$ cat src/rtl/alu_share_arb.sv
// Round-robin arbiter that shares one external combinational ALU between two
// requesters and returns the registered result over a valid/ready channel.
module alu_share_arb #(
  parameter int WIDTH = 32,
  parameter int OPW   = 5
) (
  input  logic             clk,
  input  logic             rst,
  input  logic             req0_valid,
  output logic             req0_ready,
  input  logic [WIDTH-1:0] req0_a,
  input  logic [WIDTH-1:0] req0_b,
  input  logic [OPW-1:0]   req0_op,
  input  logic             req1_valid,
  output logic             req1_ready,
  input  logic [WIDTH-1:0] req1_a,
  input  logic [WIDTH-1:0] req1_b,
  input  logic [OPW-1:0]   req1_op,
  output logic             rsp0_valid,
  input  logic             rsp0_ready,
  output logic [WIDTH-1:0] rsp0_data,
  output logic             rsp1_valid,
  input  logic             rsp1_ready,
  output logic [WIDTH-1:0] rsp1_data,
  output logic [WIDTH-1:0] alu_a,
  output logic [WIDTH-1:0] alu_b,
  output logic [OPW-1:0]   alu_op,
  input  logic [WIDTH-1:0] alu_out,
  output logic             busy
);

  typedef enum logic {IDLE, RESP} state_t;

  state_t           state_q, state_d;
  logic             last_q;
  logic             owner_q;
  logic [WIDTH-1:0] result_p1;
  logic             grant0, grant1;
  logic             hs0, hs1;
  logic             rsp_done;

  // Grant: a lone requester wins; on a tie the one not served last wins.
  // Nothing is granted while reset is asserted.
  always_comb begin
    grant0 = 1'b0;
    grant1 = 1'b0;
    if (state_q == IDLE && !rst) begin
      if (req0_valid && req1_valid) begin
        grant0 = last_q;
        grant1 = !last_q;
      end else begin
        grant0 = req0_valid;
        grant1 = req1_valid;
      end
    end
  end

  assign req0_ready = grant0;
  assign req1_ready = grant1;
  assign hs0        = req0_valid && req0_ready;
  assign hs1        = req1_valid && req1_ready;

  always_comb begin
    alu_a  = '0;
    alu_b  = '0;
    alu_op = '0;
    if (grant0) begin
      alu_a  = req0_a;
      alu_b  = req0_b;
      alu_op = req0_op;
    end else if (grant1) begin
      alu_a  = req1_a;
      alu_b  = req1_b;
      alu_op = req1_op;
    end
  end

  assign rsp_done = owner_q ? rsp1_ready : rsp0_ready;

  always_comb begin
    state_d = state_q;
    case (state_q)
      IDLE: if (hs0 || hs1) state_d = RESP;
      RESP: if (rsp_done)   state_d = IDLE;
      default: state_d = IDLE;
    endcase
  end

  always_ff @(posedge clk) begin
    if (rst) state_q <= IDLE;
    else     state_q <= state_d;
  end

  // Stage p1: capture the ALU result together with its owner.
  always_ff @(posedge clk) begin
    if (rst) begin
      last_q    <= 1'b1;
      owner_q   <= 1'b0;
      result_p1 <= '0;
    end else if (state_q == IDLE && (hs0 || hs1)) begin
      last_q    <= hs1;
      owner_q   <= hs1;
      result_p1 <= alu_out;
    end
  end

  assign busy       = (state_q == RESP);
  assign rsp0_valid = busy && !owner_q;
  assign rsp1_valid = busy && owner_q;
  assign rsp0_data  = rsp0_valid ? result_p1 : '0;
  assign rsp1_data  = rsp1_valid ? result_p1 : '0;

endmodule
$ cat config.mk
export PLATFORM = sky130hd
export DESIGN_NAME = alu_share_arb
export DESIGN_NICKNAME = d
export VERILOG_FILES = /design/src/rtl/alu_share_arb.sv
export SDC_FILE = /design/constraint.sdc
export NUM_CORES = 1
export LEC_CHECK = 0
export BUFFER_PORTS_ARGS = -buffer_cell sky130_fd_sc_hd__buf_4
export CORE_AREA = 4 4 121 123
export CTS_CLUSTER_DIAMETER = 100
export DETAILED_ROUTE_END_ITERATION = 10
export DIE_AREA = 0 0 125 127
export SLEW_MARGIN = 30
export SYNTH_ARGS = -nofsm -noshare
export SYNTH_HDL_FRONTEND = slang
export SYNTH_SLANG_ARGS = --single-unit
$ cat constraint.sdc
create_clock -name clk -period 1.6 [get_ports clk]
set_input_delay 0.16 -clock clk [delete_from_list [all_inputs] [get_ports clk]]
set_output_delay 0.16 -clock clk [all_outputs]
set_load 0.05 [all_outputs]
==> impl_metrics.csv <==
group,metric,value,unit
drt,vias_per_cell,4.82,
run_status,outcome,"finished, violations left",
floorplanning,die_h,127,microns
place,place_congestion,0.911,
worst_setup_path,worstPathArrival,1590,ps
place,dp_hpwl,11900,microns
global_route,grt_pass1_wl,23200,microns
worst_setup_path,reg2reg_depth,5,
final_layout,syn_to_final_growth,149,%
synth,async_flop_share,0,%
clock_network,htree_levels,2,
synth,synth_ff_type,"dfxtp_1",
global_route,grtUsageTotal,18.3,%
timing,clock.fmax,572,MHz
timing,finalWorstSetupSlack,-148,ps
drt,drt_wl_total,16400,microns
timing,fin_crit_sh,109,%
worst_setup_path,r2r_setup_slack,130,ps
worst_setup_path,crit_buf_inv,2,
pwr,vdd_drop_max,0.537,mV
timing,finalHoldWorstSlack,163,ps
worst_setup_path,cp_top_family,"simple AND/OR/NAND/NOR gates",
clock_network,cts_tree,"done",
floorplanning,start_util,18.9,%
synth,seq_area_frac_synth,27.1,%
synth,synth_edf_count,0,
worst_setup_path,path_max_fanout,32,
synth,yosysTopAreaCellShare,27.1,%
synth,synth_common_cells,"a22o_1, and3_1, dfxtp_1",
clock_network,cts_root_buffer,"clkbuf_16",
timing,tightestPinTransition,307,ps
timing,maxSlewHeadroom,79.6,%
global_route,grt_max_degree,35,
synth,synth_area,2580,sq um
floorplanning,rows,43,
drt,ant_nets,0,
synth,synth_nets,465,
pwr,powerDensity,706,nW/um^2
floorplanning,die_w,125,microns
worst_setup_path,rr_endpoint,"result_p1[28]",
synth,synth_top_family_by_area,"compound AO/OA/AOI/OAI gates",
drt,first_iter_violations,127,
drt,vias,3796,
pwr,finalPower,4.55,mW
place,port_buffers,313,
global_route,grtUsageMet3,3.93,%
synth,ys_warn_count,0,
timing,rsz0062_at_grt,"yes",
run,maxCapViolCount,0,
final_layout,nets,781,
clock_network,clkTransAtPathRegs,50,ps
pwr,power_leakage,3.36,nW
place,dp_slack,89.1,ps
synth,synth_xor_area_share,0,%
synth,synth_compound_area_share,35.3,%
worst_setup_path,worstPathRequired,1440,ps
synth,avgSynthCellArea,8.93,sq um
worst_setup_path,path_depth,5,
floorplanning,die-area,15900,sq um
worst_setup_path,cp-endpoint,"alu_b[17]",
worst_setup_path,crit_start,"busy",
global_route,antenna_found_initial,1,
synth,ys_ff_latch,35,
synth,ys_top_cells_by_area,"dfxtp_1, a22o_1, and3_1",
floorplanning,core,13700,sq um
clock_network,clk_latency,280,ps
worst_setup_path,max_stage_delay,350,ps
worst_setup_path,startpoint_type,"flop",
clock_network,cts_hold_buf,0,
clock_network,cts.sinks,35,
synth,syn_inst,289,
worst_setup_path,crit_chain,"nor2_4 > and3_4 > buf_16 > a22o_2 > buf_8",
timing,drv_slew,0,
final_layout,drive_gt1_share,78.7,%
drt,drt_drc_violations_left,0,
synth,synth_most_common_cell,"a22o_1",
synth,synthDistinctLibCells,21,
global_route,grt_pass1_vias,4058,
synth,synth_simple_gate_area_share,26.6,%
timing,timing_hold_violations_final,0,
worst_setup_path,cp_slowest_cell,"dfxtp_4",
floorplanning,ios,314,
final_layout,fin_util,47.1,%
global_route,grt.met1_usage,21.1,%
timing,final.min_clock_period,1750,ps
clock_network,clk_path_buf_depth,2,
global_route,grt_busiest_layer,"met2",
timing,clock_skew,6.05,ps
synth,yosys.area_share.adder,0,%
global_route,use_met2,33.9,%
worst_setup_path,critical_path_class,"reg2out",
min_path,min_path_type,"in2reg",
clock_network,numCtsBuffers,5,
drt,wl_per_cell,20.8,microns
synth,synthMuxAreaShare,0,%
drt,first_pass_iters,4,
synth,synth_top_cell_by_area,"dfxtp_1",
timing,setup_violations,96,
global_route,globalRoute.totalOverflow,0,
worst_setup_path,end_kind,"primary output",
run_status,violations,"setup timing",
worst_setup_path,worstReg2RegStart,"busy",
-- routing by layer --
layer | routed length (microns) | vias up
li1 | - | 1743
met1 | 6200 | 1822
met2 | 8620 | 203
met3 | 1070 | 28
met4 | 485 | 0
met5 | 0 | -
-- area by class of cell --
cell class | count | area (sq um)
Multi-Input combinational cell | 215 | 1910
Clock buffer | 5 | 125
Sequential cell | 35 | 707
Fill cell | 1255 | 7230
Inverter | 1 | 3.75
Clock inverter | 3 | 18.8
Antenna cell | 1 | 2.50
Tap cell | 180 | 225
Timing Repair Buffer | 347 | 3440
-- power breakdown --
part / switching (mW) / leakage (nW) / internal (mW)
Clock: 0.377 / 0.0701 / 0.574
Sequential: 0.0821 / 0.291 / 0.970
Combinational: 1.33 / 3.00 / 1.22
-- per-stage QoR --
stage	area (sq um)	setup TNS [ps]	cells
final	6440	-9620	787
after detailed placement	5250	0	760
after global placement	5250	0	760
after CTS	6060	-9500	777
after global routing	6440	-14460	787
after floorplan	2800	-2.56	289
-- layout by cell type, fill, tap and decap left out, types with 2 or more instances in the layout --
| master | netlist | routed |
|---|---|---|
| a22o_2 | 0 | 52 |
| a22o_4 | 0 | 17 |
| a31o_1 | 22 | 22 |
| a31o_2 | 11 | 11 |
| and2_2 | 0 | 5 |
| and2_4 | 0 | 27 |
| and3_1 | 65 | 64 |
| and3_4 | 1 | 2 |
| buf_12 | 0 | 6 |
| buf_16 | 0 | 2 |
| buf_4 | 11 | 222 |
| buf_6 | 12 | 49 |
| buf_8 | 0 | 65 |
| clkbuf_16 | 0 | 8 |
| dfxtp_1 | 35 | 32 |
| dfxtp_2 | 0 | 2 |
| nand2_1 | 2 | 2 |
| nor2_1 | 3 | 3 |
-- logic make-up (layout without fill, tap and decap cells) --
family,Yosys count,in the layout
flops,35,35
other cells,0,1
compound gates,104,104
simple gates,110,111
buf+inv,40,356
-- how the worst min path moves through the flow --
| stage | from | end | slack, ps | cells past startpoint |
|---|---|---|---|---|
| detailed placement | req1_valid | last_q | 420 | 2 |
| global route | rst | last_q | 170 | 2 |
| finish | rst | last_q | 160 | 2 |
| floorplan | rst | last_q | 260 | 1 |
| global placement | req1_valid | last_q | 410 | 2 |
| CTS | rst | last_q | 160 | 2 |
-- registers in the layout, summed over array words and instances, names as in the netlist --
| name | cells |
|---|---|
| last_q | 1 |
| busy | 1 |
| owner_q | 1 |
| result_p1 | 32 |
-- repair_timing --
action	CTS	global route
gates resized for setup	150	70
gates cloned	6	4
setup buffers	3	5
pin swaps	1	6
endpoints found under the setup margin	131	133
No activity file was read; power rests on OpenSTA's default activity.
